File: config.mk
export PLATFORM = sky130hd
export DESIGN_NAME = iobus_uart_tx_flat
export DESIGN_NICKNAME = d
export VERILOG_FILES = /design/src/rtl/iobus_uart_tx_pkg.sv /design/src/rtl/iobus_uart_tx_if.sv /design/src/rtl/iobus_uart_tx_fifo.sv /design/src/rtl/iobus_uart_tx.sv /design/src/flat_wrapper.sv
export SDC_FILE = /design/constraint.sdc
export NUM_CORES = 1
export LEC_CHECK = 0
export BUFFER_PORTS_ARGS = -buffer_cell sky130_fd_sc_hd__buf_2
export CAP_MARGIN = 20
export CORE_MARGIN = 4
export CORE_UTILIZATION = 50
export DETAILED_ROUTE_END_ITERATION = 6
export PLACE_DENSITY = 0.82
export SYNTH_ARGS = -nofsm -noshare
export SYNTH_HDL_FRONTEND = slang
export SYNTH_SLANG_ARGS = --single-unit
File: constraint.sdc
create_clock -name CLK -period 3.63 [get_ports CLK]
set_input_delay 0.726 -clock CLK [delete_from_list [all_inputs] [get_ports CLK]]
set_output_delay 0.726 -clock CLK [all_outputs]
set_load 0.01 [all_outputs]
File: src/rtl/iobus_uart_tx_pkg.sv
// Shared IOBUS constants for the UART transmitter: default address map,
// status register bit positions and the transmit state encoding.
package iobus_pkg;

  localparam logic [31:0] UART_TX_BASE  = 32'h1100_0040;
  localparam logic [31:0] STATUS_OFFSET = 32'h0000_0004;

  localparam int STAT_FULL      = 0;
  localparam int STAT_EMPTY     = 1;
  localparam int STAT_BUSY      = 2;
  localparam int STAT_OVERRUN   = 3;
  localparam int STAT_COUNT_LSB = 4;

  typedef enum logic [1:0] {
    IDLE  = 2'd0,
    START = 2'd1,
    DATA  = 2'd2,
    STOP  = 2'd3
  } uartState_t;

  // Unused status bits stay zero so several responders can be OR-combined.
  function automatic logic [31:0] packStatus(input logic full,
                                             input logic empty,
                                             input logic busy,
                                             input logic overrun,
                                             input logic [3:0] count);
    logic [31:0] s;
    s = '0;
    s[STAT_FULL]              = full;
    s[STAT_EMPTY]             = empty;
    s[STAT_BUSY]              = busy;
    s[STAT_OVERRUN]           = overrun;
    s[STAT_COUNT_LSB +: 4]    = count;
    return s;
  endfunction

endpackage

File: src/rtl/iobus_uart_tx_if.sv
// CPU-side IOBUS connection: address, write data, write strobe and the
// combinational read data returned by the responder.
interface iobus_uart_tx_if;

  logic [31:0] IOBUS_ADDR;
  logic [31:0] IOBUS_OUT;
  logic        IOBUS_WR;
  logic [31:0] IOBUS_IN;

  modport master (output IOBUS_ADDR, output IOBUS_OUT, output IOBUS_WR, input  IOBUS_IN);
  modport slave  (input  IOBUS_ADDR, input  IOBUS_OUT, input  IOBUS_WR, output IOBUS_IN);

endinterface

File: src/rtl/iobus_uart_tx_fifo.sv
// Synchronous FIFO with exact occupancy count; DEPTH must be a power of two
// (>= 2) so the pointers wrap naturally.
module sync_fifo #(
  parameter  int DEPTH = 8,
  parameter  int WIDTH = 8,
  localparam int PTR_W = $clog2(DEPTH),
  localparam int CNT_W = PTR_W + 1
) (
  input  logic             clk,
  input  logic             rst,
  input  logic             push,
  input  logic             pop,
  input  logic [WIDTH-1:0] wrData,
  output logic [WIDTH-1:0] rdData,
  output logic             full,
  output logic             empty,
  output logic [CNT_W-1:0] count
);

  logic [WIDTH-1:0] mem [DEPTH];
  logic [PTR_W-1:0] wrPtr;
  logic [PTR_W-1:0] rdPtr;
  logic             doPush;
  logic             doPop;

  // A push into a full FIFO is only legal when a pop frees the slot this edge.
  assign doPop  = pop && !empty;
  assign doPush = push && (!full || doPop);

  assign full   = (count == CNT_W'(DEPTH));
  assign empty  = (count == '0);
  assign rdData = mem[rdPtr];

  always_ff @(posedge clk or posedge rst) begin
    if (rst) begin
      wrPtr <= '0;
      rdPtr <= '0;
      count <= '0;
    end else begin
      if (doPush) wrPtr <= wrPtr + PTR_W'(1);
      if (doPop)  rdPtr <= rdPtr + PTR_W'(1);
      if (doPush && !doPop)      count <= count + CNT_W'(1);
      else if (doPop && !doPush) count <= count - CNT_W'(1);
    end
  end

  always_ff @(posedge clk) begin
    if (doPush) mem[wrPtr] <= wrData;
  end

endmodule

File: src/rtl/iobus_uart_tx.sv
// Memory-mapped 8N1 UART transmitter: data register pushes bytes into a FIFO,
// status register reports FIFO/FSM state and a sticky overrun flag.
module iobus_uart_tx
  import iobus_pkg::*;
#(
  parameter int          CLKS_PER_BIT = 868,
  parameter int          FIFO_DEPTH   = 8,
  parameter logic [31:0] BASE_ADDR    = UART_TX_BASE
) (
  input  logic          CLK,
  input  logic          RST,
  iobus_uart_tx_if.slave bus,
  output logic          TX
);

  localparam int              CNT_W       = $clog2(FIFO_DEPTH) + 1;
  localparam int              BAUD_W      = (CLKS_PER_BIT > 1) ? $clog2(CLKS_PER_BIT) : 1;
  localparam logic [BAUD_W-1:0] BAUD_LAST = BAUD_W'(CLKS_PER_BIT - 1);
  localparam logic [31:0]     STATUS_ADDR = BASE_ADDR + STATUS_OFFSET;

  uartState_t        state, stateNext;
  logic [BAUD_W-1:0] baudCnt, baudNext;
  logic [2:0]        bitIdx, bitNext;
  logic [7:0]        shiftReg, shiftNext;
  logic              txReg, txNext;
  logic              overrun;

  logic              wrDataHit;
  logic              wrStatusHit;
  logic              fifoPop;
  logic              fifoFull;
  logic              fifoEmpty;
  logic [7:0]        fifoHead;
  logic [CNT_W-1:0]  fifoCount;
  logic              overrunSet;
  logic              overrunClear;
  logic              unusedOutBits;

  assign wrDataHit    = bus.IOBUS_WR && (bus.IOBUS_ADDR == BASE_ADDR);
  assign wrStatusHit  = bus.IOBUS_WR && (bus.IOBUS_ADDR == STATUS_ADDR);
  assign overrunSet   = wrDataHit && fifoFull && !fifoPop;
  assign overrunClear = wrStatusHit && bus.IOBUS_OUT[STAT_OVERRUN];
  assign unusedOutBits = ^bus.IOBUS_OUT[31:8];

  sync_fifo #(
    .DEPTH (FIFO_DEPTH),
    .WIDTH (8)
  ) txFifo (
    .clk    (CLK),
    .rst    (RST),
    .push   (wrDataHit),
    .pop    (fifoPop),
    .wrData (bus.IOBUS_OUT[7:0]),
    .rdData (fifoHead),
    .full   (fifoFull),
    .empty  (fifoEmpty),
    .count  (fifoCount)
  );

  // A fresh overrun on the same edge as a clear wins, so no drop goes unreported.
  always_ff @(posedge CLK or posedge RST) begin
    if (RST)               overrun <= 1'b0;
    else if (overrunSet)   overrun <= 1'b1;
    else if (overrunClear) overrun <= 1'b0;
  end

  always_ff @(posedge CLK or posedge RST) begin
    if (RST) begin
      state    <= IDLE;
      baudCnt  <= '0;
      bitIdx   <= '0;
      shiftReg <= '0;
      txReg    <= 1'b1;
    end else begin
      state    <= stateNext;
      baudCnt  <= baudNext;
      bitIdx   <= bitNext;
      shiftReg <= shiftNext;
      txReg    <= txNext;
    end
  end

  // TX is registered, so each branch computes the line level for the next bit.
  always_comb begin
    stateNext = state;
    baudNext  = baudCnt;
    bitNext   = bitIdx;
    shiftNext = shiftReg;
    txNext    = txReg;
    fifoPop   = 1'b0;
    unique case (state)
      IDLE: begin
        if (!fifoEmpty) begin
          fifoPop   = 1'b1;
          shiftNext = fifoHead;
          baudNext  = '0;
          txNext    = 1'b0;
          stateNext = START;
        end
      end
      START: begin
        if (baudCnt == BAUD_LAST) begin
          baudNext  = '0;
          bitNext   = '0;
          txNext    = shiftReg[0];
          stateNext = DATA;
        end else begin
          baudNext = baudCnt + BAUD_W'(1);
        end
      end
      DATA: begin
        if (baudCnt == BAUD_LAST) begin
          baudNext = '0;
          if (bitIdx == 3'd7) begin
            txNext    = 1'b1;
            stateNext = STOP;
          end else begin
            bitNext = bitIdx + 3'd1;
            txNext  = shiftReg[bitIdx + 3'd1];
          end
        end else begin
          baudNext = baudCnt + BAUD_W'(1);
        end
      end
      STOP: begin
        if (baudCnt == BAUD_LAST) begin
          baudNext = '0;
          if (!fifoEmpty) begin
            fifoPop   = 1'b1;
            shiftNext = fifoHead;
            txNext    = 1'b0;
            stateNext = START;
          end else begin
            txNext    = 1'b1;
            stateNext = IDLE;
          end
        end else begin
          baudNext = baudCnt + BAUD_W'(1);
        end
      end
      default: begin
        txNext    = 1'b1;
        stateNext = IDLE;
      end
    endcase
  end

  assign TX = txReg;

  assign bus.IOBUS_IN = (bus.IOBUS_ADDR == STATUS_ADDR)
                      ? packStatus(fifoFull, fifoEmpty, (state != IDLE), overrun, 4'(fifoCount))
                      : 32'h0;

endmodule
File: src/flat_wrapper.sv
// flat-port wrapper written by rule: the top's interface ports become plain ports
module iobus_uart_tx_flat import iobus_pkg::*;
#(
  parameter int          CLKS_PER_BIT = 868,
  parameter int          FIFO_DEPTH   = 8,
  parameter logic [31:0] BASE_ADDR    = UART_TX_BASE
)
  (CLK, RST, TX, bus_IOBUS_ADDR, bus_IOBUS_OUT, bus_IOBUS_WR, bus_IOBUS_IN);
  iobus_uart_tx_if bus_i ();
  input  logic CLK;
  input  logic RST;
  output logic TX;
  input wire logic [$bits(bus_i.IOBUS_ADDR)-1:0] bus_IOBUS_ADDR;
  input wire logic [$bits(bus_i.IOBUS_OUT)-1:0] bus_IOBUS_OUT;
  input wire logic [$bits(bus_i.IOBUS_WR)-1:0] bus_IOBUS_WR;
  output wire logic [$bits(bus_i.IOBUS_IN)-1:0] bus_IOBUS_IN;
  assign bus_i.IOBUS_ADDR = bus_IOBUS_ADDR;
  assign bus_i.IOBUS_OUT = bus_IOBUS_OUT;
  assign bus_i.IOBUS_WR = bus_IOBUS_WR;
  assign bus_IOBUS_IN = bus_i.IOBUS_IN;
  iobus_uart_tx #(.CLKS_PER_BIT(CLKS_PER_BIT), .FIFO_DEPTH(FIFO_DEPTH), .BASE_ADDR(BASE_ADDR)) u_core (.CLK(CLK), .RST(RST), .bus(bus_i), .TX(TX));
endmodule
Word-level counts from Yosys, hierarchy flattened
Memory sizes are Yosys's and may differ from the RTL's.
Index checks and enable logic that the tools add are counted.
{"block": "classes", "order_cmp": 1, "n_addsub": 6, "mux": 36, "eq_ne": 14, "reduce_logical": 27}
{"cell": "$eq 32x29->1 const B", "count": 2}
{"cell": "$mux 8", "count": 3}
{"cell": "$mux 10", "count": 2}
{"cell": "$pmux 10 s2", "count": 1}
{"cell": "$pmux 8 s2", "count": 1}
{"cell": "$mux 1", "count": 14}
{"cell": "$add 10x1->10 const B", "count": 1}
{"cell": "$eq 10x10->1 const B", "count": 1}
{"cell": "$mux 2", "count": 5}
{"cell": "$reduce_bool 2->1", "count": 5}
{"cell": "$add 3x1->3 const B", "count": 3}
{"cell": "$logic_and 1x1->1", "count": 9}
{"cell": "$mux 3", "count": 3}
{"cell": "$mux 4", "count": 2}
{"cell": "$ne 2x1->1 const B", "count": 4}
{"cell": "$pmux 2 s4", "count": 1}
{"cell": "$reduce_and 4->1", "count": 2}
{"cell": "$pmux 3 s2", "count": 1}
{"cell": "$logic_not 1->1", "count": 5}
{"cell": "$reduce_and 5->1", "count": 1}
{"cell": "$add 4x1->4 const B", "count": 1}
{"cell": "$eq 2x2->1 const B", "count": 2}
{"cell": "$eq 4x4->1 const B", "count": 1}
{"cell": "$logic_not 4->1", "count": 1}
{"cell": "12 further kinds", "count": 13}
{"block": "word_totals", "reg_bits": 35, "output_inout_bits": 33, "elab_cells": 94, "inputBits": 67, "mem_count": 1, "ramBits": 64}
{"memory": "u_core.txFifo.mem", "depth": 8, "word_bits": 8, "read_ports": 1, "rd_ports_with_merged_regs": 0, "write_ports": 1, "line_no": "iobus_uart_tx_fifo.sv:20", "rtl": "logic [WIDTH-1:0] mem [DEPTH];"}

Longest topological paths before layout
Gate-level depths: netlist of the first run.
{"block": "depth", "ltp_word": 11, "ltp_mapped": 15}

By module
Synthesis of the first run repeated with hierarchy kept, for this count alone.
{"block": "hier_totals", "hier_cells": 341, "area_unflattened_um2": 4848.4}
{"mod": "sync_fifo", "seq_area_each_um2": 2172.1, "cells_per_inst": 157, "n_inst": 1, "area_each_um2": 3067.9}
{"mod": "iobus_uart_tx", "seq_area_each_um2": 626.9, "cells_per_inst": 184, "n_inst": 1, "area_each_um2": 1780.5}

Least setup slack after synthesis of the first run
Ideal clock, no wire load.
{"block": "synth_timing", "path_type": "in2reg", "from": "input port bus_IOBUS_ADDR[5]", "to": "register u_core.txFifo.count[3]", "arrival_time_ns": 2.867, "stages": 14, "slack_ns": 0.634, "cell_sequence": "nor4b_1 -> nand4_1 -> nor3_2 -> nand3b_2 -> buf_6 -> inv_1 -> ha_1 -> inv_1 -> ha_1 -> a21o_1 -> a21oi_1 -> xnor2_1 -> nor2_1 -> xor2_1"}
{"block": "synth_via", "elab_chain_len": 6, "elab_cells_between_ends": 8, "classes_between": "eq/ne: 1; mux: 1; reduce/logical: 6"}
{"item": "start: declaration", "line_no": "flat_wrapper.sv:13", "rtl": "input wire logic [$bits(bus_i.IOBUS_ADDR)-1:0] bus_IOBUS_ADDR;"}
{"item": "$eq 32x29->1 (*)", "line_no": "iobus_uart_tx.sv:39", "rtl": "assign wrDataHit = bus.IOBUS_WR && (bus.IOBUS_ADDR == BASE_ADDR);"}
{"item": "$logic_and 1x1->1 (*)", "line_no": "iobus_uart_tx.sv:39"}
{"item": "$logic_and 1x1->1 (*)", "line_no": "iobus_uart_tx_fifo.sv:28", "rtl": "assign doPush = push && (!full || doPop);"}
{"item": "via u_core.txFifo.doPush", "line_no": "iobus_uart_tx_fifo.sv:23", "rtl": "logic doPush;"}
{"item": "$logic_not 1->1", "line_no": "iobus_uart_tx_fifo.sv:43", "rtl": "else if (doPop && !doPush) count <= count - CNT_W'(1);"}
{"item": "$logic_and 1x1->1", "line_no": "iobus_uart_tx_fifo.sv:43"}
{"item": "$reduce_bool 2->1 (no line)"}
{"item": "end signal: assignment", "line_no": "iobus_uart_tx_fifo.sv:42", "rtl": "if (doPush && !doPop) count <= count + CNT_W'(1);"}
{"item": "end signal: assignment", "line_no": "iobus_uart_tx_fifo.sv:43"}
{"item": "end: declaration", "line_no": "iobus_uart_tx_fifo.sv:17", "rtl": "output logic [CNT_W-1:0] count"}
The timed path passes the listed nets; every way through them passes the cells marked *.
A chain may end at the register's enable or synchronous reset.

Worst setup path in the final report of the first run
{"block": "layout_timing", "from": "input port bus_IOBUS_ADDR[13]", "to": "output port bus_IOBUS_IN[2]"}
{"block": "layout_via", "elab_chain_len": 2}
{"item": "$eq 32x29->1", "line_no": "iobus_uart_tx.sv:150", "rtl": "assign bus.IOBUS_IN = (bus.IOBUS_ADDR == STATUS_ADDR)"}
{"item": "$mux 8", "line_no": "iobus_uart_tx.sv:151", "rtl": "? packStatus(fifoFull, fifoEmpty, (state != IDLE), overrun, 4'(fifoCount))"}
{"item": "end: declaration", "line_no": "flat_wrapper.sv:16", "rtl": "output wire logic [$bits(bus_i.IOBUS_IN)-1:0] bus_IOBUS_IN;"}
No other way between the ends.

==> flow_summary_export.csv, run 1 <==
group,metric,value,unit
status,status,"completed",
placement,dpl.hpwl,5.97,mm
clock_network,post-cts-setup-buffers,0,
grt,grt_max_degree,36,
yosys,synth_top_area_share,40.8,%
detailed_routing,drtPass1Iterations,4,
yosys,synth_top_area_cell,"edfxtp_1",
flow_run,maxCapViolCount,0,
timing,tightest_slew,781,ps
cells_and_area,regArea,0.00280,mm²
cells_and_area,diodes,0,
timing,timing.final.crit_period,2950,ps
timing,finalCritPeriodShare,81.4,%
clock_network,htreeDepth,3,
timing,setup_viol,0,
worst_setup_path,cp_common_cell,"buf_2",
worst_setup_path,crit_family,"simple AND/OR/NAND/NOR gates",
worst_setup_path,endpoint_kind,"output pin",
worst_setup_path,slowest_stage,"nor2_1",
floorplan,die_area,0.0110,mm²
yosys,synth.distinct_cells,54,
grt,antenna_found_initial,0,
floorplan,core-area,0.00920,mm²
worst_setup_path,slowest_delay,340,ps
cells_and_area,syn_to_final_growth,12.4,%
yosys,synthFlopType,"edfxtp_1",
worst_setup_path,required,2900,ps
timing,finClkSkew,12.6,ps
cells_and_area,fillers,710,
cells_and_area,fin_nets,471,
worst_setup_path,crit_path_cell_trace,"buf_2 -> nor4_1 -> nand4_1 -> nor2_1 -> and2_1 -> nor2b_1 -> buf_2",
grt,overflow,0,
placement,place_congestion,0.751,
placement,numPortBuffers,51,
clock_network,clk_pin_slew,100,ps
detailed_routing,remaining_drc_errors,0,
clock_network,cts-buffers-inserted,9,
cells_and_area,multi_input_area,0.00173,mm²
clock_network,ctsHoldBuffers,0,
worst_setup_path,path_class,"primary input to output pin",
clock_network,clkSinkCount,99,
clock_network,clockBufferDepth,2,
yosys,synth_edf_count,64,
min_path,hp-class,"primary input to async pin",
clock_network,clk_latency,370,ps
detailed_routing,drt-initial-drc-count,106,
power_and_ir_drop,ir_drop,354,µV
yosys,synth_seq_cells,99,
timing,timing.fmax,0.338,GHz
timing,relSlewSlack,47.9,%
floorplan,initial_utilization,51.2,%
timing,rsz0062_at_grt,"no",
floorplan,die_x,105,µm
timing,hold_viol_final,0,
cells_and_area,postLayoutCellArea,0.00530,mm²
yosys,syn_area,0.00471,mm²
worst_setup_path,cp.arrival,2230,ps
worst_setup_path,cp_max_fo,7,
timing,drv_slew,0,
yosys,synthCells,325,
placement,place_area,0.00504,mm²
yosys,avgSynthCellArea,14.5,µm²
detailed_routing,vias,2767,
grt,grt_pass1_vias,2798,
power_and_ir_drop,leakagePower,0.00206,µW
detailed_routing,drt-wirelength-per-cell,16.8,µm
timing,fin_tns_setup,0,ps
clock_network,cts-root-buf,"clkbuf_8",
yosys,synth_area_leaders,"edfxtp_1 (41%), dfrtp_1 (18%), mux4_2 (8.6%)",
yosys,yosys_warnings,0,
cells_and_area,drive_above_1_share,29.6,%
worst_setup_path,crit_buf_inv,2,
yosys,ys_seq_area_share,59.4,%
clock_network,tritoncts,"done",
clock_network,ctsResizeCount,0,
floorplan,die_h,105,µm
detailed_routing,wl,8.49,mm
floorplan,io_pins,100,
grt,grt_usage,16.3,%
detailed_routing,antenna_left,0,
grt,grt_pass1_wl,13.9,mm
power_and_ir_drop,p_per_area,381,mW/mm²
yosys,async_flop_share,35.4,%
detailed_routing,vias_per_cell,5.47,
worst_setup_path,start_kind,"primary input",
floorplan,row_count,35,
==> cells in the final DEF (no fill, tap or decap), types with 10 or more instances in the layout <==
master / instances
nand2_1: 13
dfrtp_1: 34
ha_1: 13
inv_1: 10
nor2_1: 22
edfxtp_1: 64
buf_4: 11
buf_2: 51
conb_1: 24
mux4_2: 18
==> final cells by class <==
type | instances | share of cell area [%]
Sequential cell | 99 | 52.9
Clock buffer | 9 | 2.34
Clock inverter | 7 | 1.91
Inverter | 10 | 0.709
Multi-Input combinational cell | 207 | 32.7
Tap cell | 111 | 2.62
Timing Repair Buffer | 63 | 6.90
==> tightest hold or removal path: cells and delay by family <==
| family | cells | cell delay (ps) |
|---|---|---|
| buffers and inverters | 3 | 530 |
==> flip-flops by register name, summed over array words and instances (netlist names) <==
name,count
u_core.bitIdx,3
u_core.txFifo.mem,64
u_core.state,2
u_core.TX,1
u_core.txFifo.count,4
u_core.txFifo.rdPtr,3
u_core.shiftReg,8
u_core.overrun,1
u_core.txFifo.wrPtr,3
u_core.baudCnt,10
==> synthesized netlist by cell type (3+ instances only) <==
| cell | n |
|---|---|
| edfxtp_1 | 64 |
| dfrtp_1 | 34 |
| buf_4 | 25 |
| nor2_1 | 22 |
| mux4_2 | 18 |
| ha_1 | 13 |
| nand2_1 | 13 |
| inv_1 | 10 |
| a21oi_1 | 9 |
| and3_1 | 9 |
| nor4_1 | 9 |
| xor2_1 | 9 |
| mux2i_1 | 8 |
| o21ai_0 | 7 |
| xnor2_1 | 7 |
| nand4_1 | 6 |
| nand3_1 | 5 |
| nor3_1 | 5 |
| buf_1 | 3 |
| mux2_2 | 3 |
| nor2b_1 | 3 |
| o31ai_1 | 3 |
==> per-stage QoR <==
stage / utilization [%] / cells / power, µW / hold slack, ps / setup WS (ps)
2_1_floorplan: - / 348 / 1260 / 466 / 634
3_3_place_gp: 54.8 / 489 / 1280 / 464 / 552
3_5_place_dp: 54.8 / 489 / 1280 / 472 / 403
4_1_cts: 57.3 / 505 / 2040 / 443 / 654
5_1_grt: 57.6 / 506 / 2100 / 472 / 428
6_report: 57.6 / 506 / 2020 / 442 / 675
==> power breakdown <==
part           switching (µW)  internal (µW)  leakage [µW]
Sequential         0.00000188           1200       0.00101
Clock                     418            342      0.000109
Combinational            35.5           18.7      0.000944
==> routing by layer <==
layer	GRT usage (%)	up-vias	share of wire, %
li1	-	1310	-
met3	3.52	12	4.8
met4	6.28	0	1.7
met2	28.3	72	53
met1	19.7	1373	40
met5	0	-	0
==> kinds of logic after synthesis <==
kind of cell             after synthesis  share of synthesized area (%)
AO/OA/AOI/OAI                         32                           5.07
XOR/XNOR                              16                           2.97
adder cells (fa/ha/maj)               14                           3.88
buffers and inverters                 42                           5.71
flip-flops                            99                           59.4
multiplexers                          30                           11.3
other                                  1                         0.0796
AND/OR/NAND/NOR                       91                           11.6
==> final timing paths <==
path,from,to,slack [ps],cells past startpoint
setup / recovery,bus_IOBUS_ADDR[13],bus_IOBUS_IN[2],680,7
hold / removal,RST,u_core.txFifo.wrPtr[0],440,3
min in group CLK,u_core.TX,u_core.TX,480,2
hold reg to reg,u_core.TX,u_core.TX,480,2
setup reg to reg,u_core.baudCnt[0],u_core.txFifo.count[3],680,14
max in group asynchronous,RST,u_core.TX,2830,3
No activity file was read; power rests on OpenSTA's default activity.
==> run 2, diff against run 1 <==
--- a/config.mk
+++ b/config.mk
@@ -5,12 +5,13 @@
 export SDC_FILE = /design/constraint.sdc
 export NUM_CORES = 1
 export LEC_CHECK = 0
+export ABC_AREA = 1
 export BUFFER_PORTS_ARGS = -buffer_cell sky130_fd_sc_hd__buf_2
 export CAP_MARGIN = 20
 export CORE_MARGIN = 4
 export CORE_UTILIZATION = 50
 export DETAILED_ROUTE_END_ITERATION = 6
-export PLACE_DENSITY = 0.82
+export PLACE_DENSITY = 0.81
 export SYNTH_ARGS = -nofsm -noshare
 export SYNTH_HDL_FRONTEND = slang
 export SYNTH_SLANG_ARGS = --single-unit
==> constraint.sdc (replaced) <==
create_clock -name CLK -period 2.9 [get_ports CLK]
set_input_delay 0.58 -clock CLK [delete_from_list [all_inputs] [get_ports CLK]]
set_output_delay 0.58 -clock CLK [all_outputs]
set_load 0.01 [all_outputs]
==> run 2 against run 1 <==
Largest cell class unchanged. Sequential power rose by 25%. Via count increased by 38%. Cell area grew 6.9%. Routed wire length increased by 16%. Area after synthesis up 7.5%.
==> flow_summary_export.csv, run 2 <==
group,metric,value,unit
grt,overflow,0,
cells_and_area,diodes,0,
placement,numPortBuffers,51,
cells_and_area,fin_nets,704,
floorplan,die_x,109,µm
detailed_routing,drt-wirelength-per-cell,12.9,µm
yosys,synth.distinct_cells,35,
yosys,ys_seq_area_share,55.2,%
clock_network,ctsHoldBuffers,0,
yosys,synthTopCellsByCount,"nand2_1 (109), nor2_1 (95), inv_1 (66), edfxtp_1 (64), o21ai_0 (52)",
timing,drv_slew,0,
clock_network,cts-root-buf,"clkbuf_8",
yosys,synthFlopType,"edfxtp_1",
detailed_routing,antenna_left,0,
power_and_ir_drop,p_total,2500,µW
yosys,async_flop_share,35.4,%
cells_and_area,final_common_cell,"nand2_1",
floorplan,io_pins,100,
power_and_ir_drop,p_per_area,442,mW/mm²
power_and_ir_drop,leakagePower,0.00248,µW
worst_setup_path,path_class,"register to register",
floorplan,die_h,109,µm
detailed_routing,remaining_drc_errors,0,
cells_and_area,utilization,57.6,%
timing,relSlewSlack,41.3,%
timing,timing.fmax,0.373,GHz
timing,hold_viol_final,0,
cells_and_area,largest_reg_flops,64,
cells_and_area,final_cell_mix,"nand2_1 (108), nor2_1 (92), inv_1 (65)",
yosys,synth_top_area_share,37.9,%
clock_network,tritoncts,"done",
floorplan,initial_utilization,51.6,%
yosys,yosysMostFrequentCell,"nand2_1",
clock_network,cts-buffers-inserted,9,
grt,grt_usage,17.6,%
grt,grt_max_degree,36,
cells_and_area,drive_above_1_share,16.2,%
detailed_routing,vias_per_cell,5.01,
timing,finalCritPeriodShare,92.4,%
placement,pre_cts_slack,126,ps
clock_network,clockBufferDepth,2,
grt,antenna_found_initial,0,
detailed_routing,wl,9.84,mm
placement,place_congestion,0.810,
timing,fin_tns_setup,0,ps
yosys,syn_area,0.00507,mm²
worst_setup_path,start_kind,"register",
power_and_ir_drop,ir_drop,394,µV
floorplan,row_count,36,
clock_network,htreeDepth,3,
clock_network,clk_pin_slew,120,ps
timing,final.setup.worst_slack,221,ps
timing,fin_hold_ws,280,ps
status,status,"completed",
min_path,hp-class,"primary input to async pin",
floorplan,die_area,0.0118,mm²
yosys,synth_area_leaders,"edfxtp_1 (38%), dfrtp_1 (17%), nand2_1 (8.1%)",
yosys,synthCells,561,
cells_and_area,reg.largest.list,"u_core.txFifo.mem x64, u_core.baudCnt x10, u_core.shiftReg x8",
worst_setup_path,endpoint_kind,"register",
worst_setup_path,required,3160,ps
yosys,avgSynthCellArea,9.03,µm²
clock_network,clk_latency,380,ps
grt,grt_pass1_wl,16.3,mm
grt,grt_pass1_vias,3654,
detailed_routing,drt-initial-drc-count,202,
placement,dpl.hpwl,6.80,mm
yosys,synth_top_area_cell,"edfxtp_1",
timing,finClkSkew,19.3,ps
timing,tightest_slew,879,ps
cells_and_area,regMostFlops,"u_core.txFifo.mem",
clock_network,clkSinkCount,99,
yosys,yosys_warnings,0,
yosys,synth_edf_count,64,
detailed_routing,vias,3814,
floorplan,core-area,0.00982,mm²
worst_setup_path,cp_max_fo,6,
timing,setup_viol,0,
worst_setup_path,cp.arrival,2940,ps
detailed_routing,drtPass1Iterations,5,
timing,timing.final.crit_period,2680,ps
yosys,synth_seq_cells,99,
flow_run,maxCapViolCount,0,
cells_and_area,fillers,862,
cells_and_area,syn_to_final_growth,11.7,%
==> run 2: changes by cell type in the layout (fill, tap and decap cells not counted), moves of 9 or more <==
cell / change
and3_1: -9
inv_1: +55
mux4_2: -18
nand2_1: +95
nand3_1: +21
nor2_1: +70
nor4_1: -9
o21ai_0: +45
o22ai_1: +9
==> run 2: per-layer routing <==
layer / GRT usage, % / wire length [µm] / vias up
met3: 3.61 / 416 / 16
met4: 4.60 / 136 / 0
met1: 21.1 / 4090 / 1805
met2: 32.0 / 5200 / 83
li1: - / - / 1910
met5: 0 / 0 / -
==> run 2: report_power, final <==
part	switching [µW]	internal, µW	total (µW)
Combinational	57.4	29.4	86.8
Clock	557	352	909
Sequential	0.00000177	1500	1500
Total	615	1880	2500
==> run 2: layout make-up <==
cell class / instances / area [µm²] / area share (%)
clock buffers: 9 / 124 / 2.19
inverters: 69 / 259 / 4.58
well taps: 133 / 166 / 2.94
clock inverters: 7 / 86.3 / 1.53
repair buffers: 64 / 353 / 6.24
multi-input cells: 380 / 1870 / 33.0
flip-flops and latches: 99 / 2800 / 49.5
==> run 2: final timing paths <==
check / from / endpoint / slack, ps / cells past startpoint
setup / recovery: u_core.state[1] / u_core.txFifo.count[3] / 220 / 15
hold / removal: RST / u_core.txFifo.count[1] / 280 / 3
setup reg to reg: u_core.state[1] / u_core.txFifo.count[3] / 220 / 15
hold reg to reg: u_core.TX / u_core.TX / 470 / 2
max in group asynchronous: RST / u_core.TX / 2290 / 3
min in group CLK: bus_IOBUS_OUT[5] / u_core.txFifo.mem[0][5] / 460 / 1
==> run 2: logic make-up after synthesis <==
logic type      share of synthesized area [%]
simple gates                             20.3
compound gates                           9.41
other cells                            0.0740
buf+inv                                  9.98
flops                                    55.2
fa+ha+maj                                3.61
xor+xnor                                 1.38
==> run 2: what timing repair did <==
action | in CTS | in global routing
endpoints found under the hold margin | 0 | 0
gates resized for setup | 0 | 9
buffers inserted | 0 | 1
endpoints found under the setup margin | 0 | 1
==> run 2: stage by stage <==
stage | cells | area (µm²)
6_report | 761 | 5660
5_1_grt | 761 | 5660
4_1_cts | 760 | 5630
3_5_place_dp | 744 | 5420
3_3_place_gp | 744 | 5420
2_1_floorplan | 584 | 5150
==> run 2: worst max-delay path: stages (launching register included) <==
cell and delay [ps]:
dfrtp_1 440, inv_1 110, ha_1 280, inv_1 100, nand3_1 160, nand3_4 160
nand2_1 100, inv_1 70, ha_1 150, inv_2 60, ha_1 330, a21oi_1 140
nand2_1 70, a21oi_1 120, o21ai_0 120, xor2_1 160
==> run 3, diff against run 2 <==
--- a/config.mk
+++ b/config.mk
@@ -6,12 +6,12 @@
 export NUM_CORES = 1
 export LEC_CHECK = 0
 export ABC_AREA = 1
-export BUFFER_PORTS_ARGS = -buffer_cell sky130_fd_sc_hd__buf_2
 export CAP_MARGIN = 20
 export CORE_MARGIN = 4
 export CORE_UTILIZATION = 50
 export DETAILED_ROUTE_END_ITERATION = 6
-export PLACE_DENSITY = 0.81
+export DONT_BUFFER_PORTS = 1
+export PLACE_DENSITY = 0.73
 export SYNTH_ARGS = -nofsm -noshare
 export SYNTH_HDL_FRONTEND = slang
 export SYNTH_SLANG_ARGS = --single-unit
==> run 3 against run 2 <==
Clock skew fell by 9.0 ps. Flip-flop and latch count did not move. Critical path depth rose by 1. Cell count fell by 6.7%. Via count fell by 6.3%. Critical endpoint unchanged. Highest routed layer unchanged.
==> flow_summary_export.csv, run 3 (synthesis results as in run 2) <==
group,metric,value,unit
flow_run,maxCapViolCount,0,
detailed_routing,drt-wirelength-per-cell,13.7,µm
placement,place_congestion,0.833,
worst_setup_path,cp_max_fo,6,
timing,finalCritPeriodShare,91.0,%
clock_network,clk_latency,370,ps
placement,dpl.hpwl,6.76,mm
timing,timing.fmax,0.379,GHz
status,status,"completed",
placement,numPortBuffers,0,
grt,overflow,0,
worst_setup_path,start_kind,"register",
floorplan,core-area,0.00982,mm²
cells_and_area,final_cell_mix,"nand2_1 (108), nor2_1 (92), inv_1 (64), edfxtp_1 (64), o21ai_0 (52)",
clock_network,ctsHoldBuffers,0,
power_and_ir_drop,leakagePower,0.00225,µW
power_and_ir_drop,ir_drop,334,µV
floorplan,io_pins,100,
timing,finClkSkew,10.3,ps
clock_network,cts-buffers-inserted,9,
cells_and_area,final_common_cell,"nand2_1",
detailed_routing,wl,9.73,mm
cells_and_area,fin_nets,653,
grt,grt_pass1_vias,3533,
floorplan,die_area,0.0118,mm²
floorplan,die_h,109,µm
clock_network,clockBufferDepth,2,
worst_setup_path,path_class,"register to register",
clock_network,cts-root-buf,"clkbuf_8",
clock_network,htreeDepth,3,
clock_network,clkSinkCount,99,
grt,grt_max_degree,35,
grt,grt_usage,18.0,%
detailed_routing,vias,3574,
cells_and_area,reg.largest.list,"u_core.txFifo.mem x64, u_core.baudCnt x10, u_core.shiftReg x8",
detailed_routing,drtPass1Iterations,4,
timing,setup_viol,0,
power_and_ir_drop,p_per_area,447,mW/mm²
grt,grt_pass1_wl,16.5,mm
power_and_ir_drop,p_total,2410,µW
cells_and_area,largest_reg_flops,64,
detailed_routing,antenna_left,0,
clock_network,clk_pin_slew,110,ps
grt,antenna_found_initial,0,
cells_and_area,utilization,55.0,%
detailed_routing,drt-initial-drc-count,237,
floorplan,die_x,109,µm
timing,timing.final.crit_period,2640,ps
worst_setup_path,endpoint_kind,"register",
timing,hold_viol_final,0,
cells_and_area,regMostFlops,"u_core.txFifo.mem",
floorplan,row_count,36,
clock_network,tritoncts,"done",
cells_and_area,syn_to_final_growth,6.57,%
worst_setup_path,required,3160,ps
min_path,hp-class,"primary input to async pin",
cells_and_area,diodes,0,
cells_and_area,drive_above_1_share,9.36,%
detailed_routing,remaining_drc_errors,0,
worst_setup_path,cp.arrival,2900,ps
timing,drv_slew,0,
detailed_routing,vias_per_cell,5.03,
timing,tightest_slew,922,ps
timing,relSlewSlack,38.5,%
floorplan,initial_utilization,51.6,%
-- run 3: worst paths after layout --
kind / start / to / slack [ps] / depth (start not counted)
max in group asynchronous: RST / u_core.TX / 2020 / 2
worst min-delay path: RST / u_core.txFifo.rdPtr[0] / 200 / 1
min in group CLK: bus_IOBUS_OUT[4] / u_core.txFifo.mem[7][4] / 300 / 0
worst max register to register: u_core.txFifo.count[1] / u_core.txFifo.count[3] / 260 / 16
worst max-delay path: u_core.txFifo.count[1] / u_core.txFifo.count[3] / 260 / 16
worst min register to register: u_core.shiftReg[6] / u_core.shiftReg[6] / 500 / 1
-- run 3: what timing repair did --
item	4_1_cts	5_1_grt
setup buffers	0	0
resized for setup	0	12
setup endpoints to repair	0	1
-- run 3: area by class of cell --
| cell class | count | area (µm²) |
|---|---|---|
| well taps | 133 | 166 |
| multi-input cells | 380 | 1880 |
| clock inverters | 7 | 72.6 |
| fillers | 883 | 4420 |
| repair buffers | 13 | 97.6 |
| inverters | 69 | 259 |
| clock buffers | 9 | 124 |
| flip-flops and latches | 99 | 2800 |
-- run 3: through the flow --
stage	setup WS, ps	TNS (ps)	hold slack (ps)	cells	instance area, µm²
final	260	0	200	710	5400
after CTS	187	0	211	710	5370
after global routing	-18.3	-18.3	254	710	5400
after floorplan	379	0	456	584	5150
after detailed placement	197	0	480	694	5170
after global placement	278	0	476	694	5170
-- run 3: critical path, cell delays in order, from the launching register on --
cell     delay, ps
dfrtp_2        460
nor2_2         160
nand2_1        140
nand2_1        120
inv_1           50
nand3_2        120
nand3_4        120
nand2_1        120
inv_1           50
ha_1           190
inv_1          130
ha_1           290
a21oi_1        130
nand2_1         80
a21oi_1        110
o21ai_0        110
xor2_1         150
-- run 3: metal layers --
layer	GRT usage, %	wire length (µm)	share of wire, %
met4	6.31	150	1.5
met5	0	0	0
met3	3.91	454	4.7
met2	31.6	4980	51
met1	22.0	4140	43
-- run 3: where the power goes --
group / internal (µW) / switching (µW) / total, µW
Clock: 337 / 522 / 859
Combinational: 11.0 / 38.0 / 49.0
Sequential: 1500 / 0.00000160 / 1500
